==> src/rtl/alu_pkg.sv <==
// Shared opcode and FSM state definitions for the sequential ALU.
package alu_pkg;

    typedef enum logic [4:0] {
        OP_ADD   = 5'b00000,
        OP_ADDC  = 5'b00001,
        OP_SUB   = 5'b00011,
        OP_SUBD  = 5'b00100,
        OP_INC   = 5'b00101,
        OP_DEC   = 5'b00110,
        OP_LSL   = 5'b01000,
        OP_ASR   = 5'b01001,
        OP_PASSA = 5'b10001,
        OP_NOT   = 5'b10010,
        OP_AND   = 5'b10100,
        OP_OR    = 5'b10101,
        OP_XOR   = 5'b10110,
        OP_NAND  = 5'b10111,
        OP_MUL   = 5'b11000
    } op_e;

    typedef enum logic [2:0] {
        S_IDLE,
        S_EXEC,
        S_SHIFT,
        S_MUL,
        S_DONE
    } state_e;

    // Logic group: top opcode bit set, except the multiplier.
    function automatic logic is_logic(input logic [4:0] op);
        return op[4] && (op != OP_MUL);
    endfunction

endpackage

==> src/rtl/alu_addsub.sv <==
// Combinational W-bit adder with carry-in, carry-out and signed overflow.
module alu_addsub #(
    parameter int W = 16
) (
    input  logic [W-1:0] i_x,
    input  logic [W-1:0] i_y,
    input  logic         i_cin,
    output logic [W-1:0] o_sum,
    output logic         o_carry,
    output logic         o_ovf
);

    logic [W:0] w_full;

    assign w_full  = {1'b0, i_x} + {1'b0, i_y} + {{W{1'b0}}, i_cin};
    assign o_sum   = w_full[W-1:0];
    assign o_carry = w_full[W];
    // Operands of equal sign producing a result of the other sign.
    assign o_ovf   = (i_x[W-1] == i_y[W-1]) && (w_full[W-1] != i_x[W-1]);

endmodule

==> src/rtl/alu_seq.sv <==
// Multi-cycle ALU: single-cycle ops, bit-serial shifts and shift-add multiply,
// with a one-cycle done pulse feeding the condition-code register.
module alu_seq
    import alu_pkg::*;
#(
    parameter int W   = 16,
    parameter int SHW = 4
) (
    input  logic         clk,
    input  logic         rst,
    input  logic         start,
    input  logic [4:0]   op,
    input  logic [W-1:0] a,
    input  logic [W-1:0] b,
    output logic [W-1:0] result,
    output logic         Z,
    output logic         C,
    output logic         S,
    output logic         O,
    output logic [4:0]   op_out,
    output logic         busy,
    output logic         done
);

    localparam int MCW = $clog2(W + 1);
    localparam int CW  = (SHW > MCW) ? SHW : MCW;

    state_e         r_state, w_next;
    logic [4:0]     r_op;
    logic [W-1:0]   r_a, r_b, r_result;
    logic [2*W-1:0] r_acc;
    logic [CW-1:0]  r_cnt;
    logic           r_sc, r_z, r_c, r_s, r_o;

    logic [W-1:0]   w_x, w_y, w_sum, w_res, w_hi, w_lo, w_hi_s, w_shl, w_asr;
    logic           w_cin, w_carry, w_ovf, w_c, w_o, w_mul_o;

    alu_addsub #(.W(W)) u_addsub (
        .i_x    (w_x),
        .i_y    (w_y),
        .i_cin  (w_cin),
        .o_sum  (w_sum),
        .o_carry(w_carry),
        .o_ovf  (w_ovf)
    );

    // Adder is time-shared: accumulate step in MUL, arithmetic op otherwise.
    always_comb begin
        w_x   = r_a;
        w_y   = r_b;
        w_cin = 1'b0;
        if (r_state == S_MUL) begin
            w_x = r_acc[2*W-1:W];
            w_y = r_acc[0] ? r_a : '0;
        end else begin
            case (r_op)
                OP_ADDC: w_cin = 1'b1;
                OP_SUB:  begin w_y = ~r_b; w_cin = 1'b1; end
                OP_SUBD: w_y = ~r_b;
                OP_INC:  begin w_y = '0;   w_cin = 1'b1; end
                OP_DEC:  w_y = '1;
                default: ;
            endcase
        end
    end

    always_comb begin
        w_res = '0;
        w_c   = 1'b0;
        w_o   = 1'b0;
        if (is_logic(r_op)) begin
            case (r_op)
                OP_PASSA: w_res = r_a;
                OP_NOT:   w_res = ~r_a;
                OP_AND:   w_res = r_a & r_b;
                OP_OR:    w_res = r_a | r_b;
                OP_XOR:   w_res = r_a ^ r_b;
                OP_NAND:  w_res = ~(r_a & r_b);
                default:  w_res = '0;
            endcase
        end else begin
            case (r_op)
                OP_ADD, OP_ADDC, OP_SUB, OP_SUBD, OP_INC, OP_DEC: begin
                    w_res = w_sum;
                    w_c   = w_carry;
                    w_o   = w_ovf;
                end
                default: ;
            endcase
        end
    end

    assign w_shl = {r_acc[W-2:0], 1'b0};
    assign w_asr = {r_acc[W-1], r_acc[W-1:1]};
    assign w_hi  = r_acc[2*W-1:W];
    assign w_lo  = r_acc[W-1:0];
    // Unsigned-to-signed correction of the upper half: subtract b (a) when a (b) is negative.
    assign w_hi_s  = w_hi - (r_a[W-1] ? r_b : '0) - (r_b[W-1] ? r_a : '0);
    assign w_mul_o = (w_hi_s != {W{w_lo[W-1]}});

    always_ff @(posedge clk or posedge rst) begin
        if (rst) r_state <= S_IDLE;
        else     r_state <= w_next;
    end

    always_comb begin
        w_next = r_state;
        case (r_state)
            S_IDLE: begin
                if (start) begin
                    if (op == OP_LSL || op == OP_ASR) w_next = S_SHIFT;
                    else if (op == OP_MUL)            w_next = S_MUL;
                    else                              w_next = S_EXEC;
                end
            end
            S_EXEC:  w_next = S_DONE;
            S_SHIFT: if (r_cnt == '0) w_next = S_DONE;
            S_MUL:   if (r_cnt == '0) w_next = S_DONE;
            S_DONE:  w_next = S_IDLE;
            default: w_next = S_IDLE;
        endcase
    end

    always_comb begin
        busy = (r_state == S_EXEC) || (r_state == S_SHIFT) || (r_state == S_MUL);
        done = (r_state == S_DONE);
    end

    always_ff @(posedge clk or posedge rst) begin
        if (rst) begin
            r_op     <= '0;
            r_a      <= '0;
            r_b      <= '0;
            r_acc    <= '0;
            r_cnt    <= '0;
            r_sc     <= 1'b0;
            r_result <= '0;
            r_z      <= 1'b0;
            r_c      <= 1'b0;
            r_s      <= 1'b0;
            r_o      <= 1'b0;
        end else begin
            case (r_state)
                S_IDLE: begin
                    if (start) begin
                        r_op <= op;
                        r_a  <= a;
                        r_b  <= b;
                        r_sc <= 1'b0;
                        if (op == OP_MUL) begin
                            r_acc <= {{W{1'b0}}, b};
                            r_cnt <= CW'(W);
                        end else begin
                            r_acc <= {{W{1'b0}}, a};
                            r_cnt <= CW'(b[SHW-1:0]);
                        end
                    end
                end
                S_EXEC: begin
                    r_result <= w_res;
                    r_z      <= (w_res == '0);
                    r_c      <= w_c;
                    r_s      <= w_res[W-1];
                    r_o      <= w_o;
                end
                S_SHIFT: begin
                    if (r_cnt != '0) begin
                        r_acc[W-1:0] <= (r_op == OP_LSL) ? w_shl : w_asr;
                        r_sc         <= (r_op == OP_LSL) ? r_acc[W-1] : r_acc[0];
                        r_cnt        <= r_cnt - CW'(1);
                    end else begin
                        r_result <= w_lo;
                        r_z      <= (w_lo == '0);
                        r_c      <= r_sc;
                        r_s      <= w_lo[W-1];
                        r_o      <= 1'b0;
                    end
                end
                S_MUL: begin
                    if (r_cnt != '0) begin
                        r_acc <= {w_carry, w_sum, r_acc[W-1:1]};
                        r_cnt <= r_cnt - CW'(1);
                    end else begin
                        r_result <= w_lo;
                        r_z      <= (w_lo == '0);
                        r_c      <= |w_hi;
                        r_s      <= w_lo[W-1];
                        r_o      <= w_mul_o;
                    end
                end
                default: ;
            endcase
        end
    end

    assign result = r_result;
    assign Z      = r_z;
    assign C      = r_c;
    assign S      = r_s;
    assign O      = r_o;
    assign op_out = r_op;

endmodule

==> config.mk <==
export PLATFORM = sky130hd
export DESIGN_NAME = alu_seq
export DESIGN_NICKNAME = d
export VERILOG_FILES = /design/src/rtl/alu_pkg.sv /design/src/rtl/alu_addsub.sv /design/src/rtl/alu_seq.sv
export SDC_FILE = /design/constraint.sdc
export NUM_CORES = 1
export LEC_CHECK = 0
export CORE_MARGIN = 5
export CORE_UTILIZATION = 60
export DETAILED_ROUTE_END_ITERATION = 12
export GPL_ROUTABILITY_DRIVEN = 0
export MAX_ROUTING_LAYER = met4
export PLACE_DENSITY_LB_ADDON = 0.05
export SYNTH_ARGS = -nofsm -noshare
export SYNTH_HDL_FRONTEND = slang
export SYNTH_HIERARCHICAL = 1
export SYNTH_SLANG_ARGS = --single-unit
==> constraint.sdc <==
create_clock -name clk -period 6.3 [get_ports clk]
set_clock_uncertainty 0.2 [all_clocks]
set_input_delay 0.945 -clock clk [delete_from_list [all_inputs] [get_ports clk]]
set_output_delay 0.945 -clock clk [all_outputs]
set_load 0.02 [all_outputs]
---- After elaboration in Yosys (flattened, before gate mapping) ----
Index checks and enable logic that the tools add are counted.
storage, ports and cells
  register bits after elaboration ......... 98
  input port bits ......................... 40
  output and inout port bits .............. 27
  logic and storage cells ................. 135
cells by class
  $add $sub $neg .......................... 5
  eq/ne operators ......................... 32
  multiplexer cells ....................... 47
  bitwise operators ....................... 6
  reduce and logical (&&, ||, !) cells .... 31
operators by type and width
  cell                  count
  $mux W16              11
  $pmux W16 S3          2
  $pmux W16 S6          1
  $mux W32              2
  $pmux W16 S2          2
  $not A16 Y16          3
  $eq A5 B5 Y1 const B  7
  $logic_not A16 Y1     2
  $sub A16 B16 Y16      2
  $add A16 B16 Y17      1
  $add A17 B1 Y17       1
  $and A16 B16 Y16      1
  $ne A16 B16 Y1        1
  $or A16 B16 Y16       1
  $reduce_or A16 Y1     1
  $xor A16 B16 Y16      1
  $eq A5 B3 Y1 const B  3
  $eq A5 B4 Y1 const B  3
  $mux W1               15
  $mux W5               3
  $reduce_and A3 Y1     4
  $logic_not A5 Y1      2
  $ne A2 B1 Y1 const B  5
  $pmux W5 S2           1
  other kinds (27)      46

---- Depth between registers and ports, before layout ----
  depth in word-level cells ............... 11
  depth in mapped cells ................... 20

---- Modules after synthesis ----
The synthesis kept the hierarchy.
by module, submodules not included
  module      instances  cells an instance  area an instance (µm²)
  alu_seq     1          1004               7754.9
  alu_addsub  1          107                842.1

---- Worst setup path after synthesis ----
OpenSTA, ideal clock, no wires.
  kind .................................... flip-flop to flip-flop
  start point ............................. register r_op[0] (netlist: op_out[0])
  end point ............................... register r_z (netlist: Z)
  library setup time ...................... 82 ps
  data arrival time ....................... 4549 ps
  required time ........................... 6018 ps
  setup slack ............................. 1470 ps
  cell stages (with the launch flop) ...... 19
  buffers on the path ..................... 2
  clock period less this slack ............ 4830 ps
  cell sequence ........................... dfrtp_1 buf_4 clkbuf_1 nor3b_1 o21ai_1 nor2_1 a21oi_1 a21oi_1 fa_1 fa_1 a211oi_1 o21ai_1 a211oi_1 o21bai_1 xor2_1 a222oi_1 nand4_1 or4_1 a31oi_1
on the way
  cells in the longest elaborated chain, start to end .. 10
  elaborated cells on any way between the ends .. 28
  classes of those cells .................. add/sub: 2; eq/ne: 12; mux: 8; reduce/logical: 6
ends and longest elaborated chain
  what                                                 line              text
  start, declared                                      alu_seq.sv:29     logic [4:0] r_op;
  start signal, assigned                               alu_seq.sv:146    r_op <= op;
  $eq A5 B2 Y1 / $eq A5 B3 Y1 (equally long branches)  alu_seq.sv:56     case (r_op)
  $reduce_or A2 Y1 (no line)                           --
  $pmux W16 S3 (*)                                     alu_seq.sv:56
  $mux W16 (*)                                         alu_seq.sv:52     if (r_state == S_MUL) begin
  named net w_y[0]                                     alu_seq.sv:35     logic [W-1:0] w_x, w_y, w_sum, w_res, w_hi, w_lo, w_hi_s, w_shl, w_asr;
  $add A16 B16 Y17 (*)                                 alu_addsub.sv:15  assign w_full = {1'b0, i_x} + {1'b0, i_y} + {{W{1'b0}}, i_cin};
  $add A17 B1 Y17 (*)                                  alu_addsub.sv:15
  named net w_sum[14]                                  alu_seq.sv:35
  $mux W16 (*)                                         alu_seq.sv:82     case (r_op)
  $mux W16 (*)                                         alu_seq.sv:71     if (is_logic(r_op)) begin
  $logic_not A16 Y1 (*)                                alu_seq.sv:161    r_z <= (w_res == '0);
  $pmux W1 S2 (*)                                      alu_seq.sv:143    case (r_state)
  end signal, assigned                                 alu_seq.sv:161
  end signal, assigned                                 alu_seq.sv:173    r_z <= (w_lo == '0);
  end signal, assigned                                 alu_seq.sv:185    r_z <= (w_lo == '0);
  end, declared                                        alu_seq.sv:33     logic r_sc, r_z, r_c, r_s, r_o;
The timed path passes the listed nets; every way through them passes the cells marked *.
A chain may end at the register's enable or synchronous reset.

---- Worst setup path after layout ----
Same ends and word-level chain as after synthesis.

==> results.sh <==
export IMPL_status="finished, final reports clean"
export IMPL_r2r_start="op_out[0]"
export IMPL_fp_dieH_um=129.7
export IMPL_setup_viol=0
export IMPL_cap_viol_max_count=0
export IMPL_cts_buffer_depth=2
export IMPL_ys_types=70
export IMPL_fin_crit_sh_pct=84.62
export IMPL_num_vias=8496
export IMPL_routed_wl_um=26640
export IMPL_syn_area_per_cell_um2=7.738
export IMPL_clock_latency_ns=0.37
export IMPL_ys_seq_elements=97
export IMPL_min_path_cells=2
export IMPL_root_buffer="clkbuf_16"
export IMPL_synth_xor_area_share_pct=2.649
export IMPL_slew_violations=0
export IMPL_start_util_pct=61.46
export IMPL_cp_required_ns=6.39
export IMPL_path_class="reg -> reg"
export IMPL_io_pins=67
export IMPL_p_per_area_mw_per_mm2=670.9
export IMPL_post_cts_buffers=0
export IMPL_async_reset_ff_share_pct=100.0
export IMPL_grt_pass1_wl_um=41540
export IMPL_regArea_mm2=0.002429
export IMPL_r2r_slack_ns=0.97
export IMPL_critPathMaxFanout=22
export IMPL_cts_htree_levels=3
export IMPL_end_kind="flip-flop"
export IMPL_hold_path_startpoint="result[2]"
export IMPL_cp_start_kind="flip-flop"
export IMPL_rows=43
export IMPL_track_usage_pct=32.71
export IMPL_die_area_mm2=0.01682
export IMPL_ys_dominant_reg_cell="dfrtp_1"
export IMPL_ant_nets=0
export IMPL_synth_top_family_by_area="compound AO/OA/AOI/OAI gates"
export IMPL_syn_to_final_growth_pct=11.95
export IMPL_rsz0062_at_grt="false"
export IMPL_relSlewSlack_pct=23.02
export IMPL_power_leakage_nw=4.370
export IMPL_dieWidth_um=129.7
export IMPL_max_clock_freq_mhz=187.6
export IMPL_drc=0
export IMPL_hold_buffers=0
export IMPL_synthesis_instances=1111
export IMPL_layout_nets=1255
export IMPL_hpwl_um=20450
export IMPL_synth_seq_area_share_pct=28.23
export IMPL_synth_compound_area_share_pct=25.16
export IMPL_hold_viol_final=0
export IMPL_synth_area_top_cells="dfrtp_1 (28%), ha_1 (9.6%), nand2_1 (9.4%), a21oi_1 (8.6%), o21ai_0 (6.9%)"
export IMPL_setup_ws_ns=0.9688
export IMPL_tightest_slew_ns=1.150
export IMPL_path_clk_slew_ns=0.07
export IMPL_yosysTopAreaCellShare_pct=28.23
export IMPL_synthMuxAreaShare_pct=5.341
export IMPL_dpl_cell_count=1301
export IMPL_port_buffers=66
export IMPL_stdcell_count=1317
export IMPL_cts_made_buffers=9
export IMPL_cts_tree="yes"
export IMPL_min_path_type="reg -> reg"
export IMPL_diodes=0
export IMPL_firstDrtPassIters=6
export IMPL_ir_drop_mv=0.4193
export IMPL_routedWlPerCell_um=20.23
export IMPL_grt_antenna_before_repair=0
export IMPL_hold_slack_ns=0.2799
export IMPL_coreArea_mm2=0.01399
export IMPL_hold_end="result[2]"
export IMPL_cts_repair_resize_count=0
export IMPL_avgViaCountPerCell=6.451
export IMPL_yosysWarnings=6
export IMPL_yosysTopAreaCell="dfrtp_1"
export IMPL_min_period_ns=5.331
export IMPL_fin_area_mm2=0.009624
export IMPL_drive_above_1_share_pct=5.277
export IMPL_synth_edf_count=0
export IMPL_clock_sinks=97
export IMPL_placed_cell_area_mm2=0.009300
export IMPL_multi_input_area_mm2=0.005687
export IMPL_netlist_area_mm2=0.008597
export IMPL_fin_tns_setup_ns=0
export IMPL_synthAdderAreaFrac_pct=13.56
export IMPL_grt_pass1_vias=7755
export IMPL_synth_nets=1234
export IMPL_overflow=0
export IMPL_fill_cells=1221
export IMPL_reg2regPathDepth=16
export IMPL_drtIter0Drc=946
export IMPL_grt_max_degree=71
export IMPL_synth_simple_gate_area_share_pct=19.21
export IMPL_timing_rr_end="Z"
export IMPL_preCtsSetupSlack_ns=1.110
export IMPL_cp_data_arrival_time_ns=5.42
==> synth_stat cells (all sizes together) (10+ instances only) <==
master	number
nand2	215
a21oi	147
o21ai	122
dfrtp	97
ha	66
nor2	65
clkbuf	53
inv	51
mux2i	35
a221oi	27
nand3	27
xnor2	18
buf	17
fa	17
nor4	13
a21o	12
nor3	10
==> routing by layer <==
metal	track usage, %	wire [um]	share of wire (%)
met3	6.304	1971	7.4
met2	49.41	11980	45
met5	-	0	0
met4	11.43	1068	4.0
met1	44.26	11630	44
==> worst max-delay path by stage <==
stage / startpoint / to / slack, ns / depth (start not counted)
floorplan: op_out[0] / Z / 1.47 / 18
global placement: op_out[0] / Z / 1.30 / 16
detailed placement: op_out[0] / Z / 1.11 / 16
CTS: op_out[0] / Z / 1.09 / 16
global route: op_out[0] / Z / 0.62 / 16
finish: op_out[0] / Z / 0.97 / 16
==> stage by stage <==
| step | utilization, % | total power, W |
|---|---|---|
| floorplan | - | 0.004497 |
| global placement | 66.48 | 0.005613 |
| detailed placement | 66.48 | 0.005698 |
| CTS | 68.80 | 0.006344 |
| global route | 68.80 | 0.006946 |
| finish | 68.80 | 0.006457 |
==> critical path: stages, from the launching register on <==
cell and delay, ns:
dfrtp_1 0.73, nand2_1 0.17, xnor2_1 0.18, nand2_1 0.33
a21oi_1 0.26, a21oi_1 0.11, fa_1 0.45, fa_1 0.43
a211oi_1 0.33, o21ai_1 0.19, a211oi_1 0.30, o21bai_1 0.12
xor2_1 0.18, a222oi_1 0.42, nand4_1 0.14, or4_1 0.55
a31oi_1 0.18
==> cells by family after synthesis <==
group | Yosys count
AO/OA/AOI/OAI | 366
XOR/XNOR | 26
adder cells (fa/ha/maj) | 83
buffers and inverters | 121
flip-flops | 97
multiplexers | 44
AND/OR/NAND/NOR | 374
==> cells in the final DEF (no fill, tap or decap), drive strengths merged, types with 3 or more instances in the layout <==
cell | synthesis | layout
a211oi | 8 | 8
xnor2 | 18 | 18
nand2b | 6 | 6
clkdlybuf4s50 | 0 | 66
a21oi | 147 | 147
fa | 17 | 17
o211ai | 4 | 4
buf | 17 | 14
nor2 | 65 | 65
nor2b | 5 | 5
a31oi | 7 | 7
nor3 | 10 | 10
nand4 | 6 | 6
a2111oi | 3 | 3
nand2 | 215 | 215
o21bai | 4 | 4
a21o | 12 | 12
a211o | 5 | 5
mux2 | 9 | 9
a311oi | 5 | 5
xor2 | 8 | 8
and3 | 8 | 8
a221oi | 27 | 27
nand3b | 3 | 3
mux2i | 35 | 35
o21ai | 122 | 122
o21a | 3 | 3
o31ai | 3 | 3
nor4 | 13 | 13
clkbuf | 53 | 9
dfrtp | 97 | 97
and2 | 3 | 3
ha | 66 | 66
nand3 | 27 | 27
inv | 51 | 54
==> area by class of cell <==
class | count | share of cell area, %
multi-input combinational | 893 | 59.09
sequential | 97 | 25.23
timing repair buffer | 80 | 7.956
clock buffer | 9 | 2.340
tap | 180 | 2.340
inverter | 51 | 2.015
clock inverter | 7 | 1.027
==> state kept, by name, summed over array words and instances (netlist names), 3 cells and up <==
| register | count |
|---|---|
| r_state | 3 |
| op_out | 5 |
| result | 16 |
| r_acc | 32 |
| r_a | 16 |
| r_cnt | 5 |
| r_b | 16 |
==> power breakdown <==
part | total [W] | internal (W) | switching [W]
registers | 0.00133 | 0.000858 | 0.000476
clock network | 0.000614 | 0.000352 | 0.000263
logic | 0.00451 | 0.00184 | 0.00267
No activity file was read; power rests on OpenSTA's default activity.
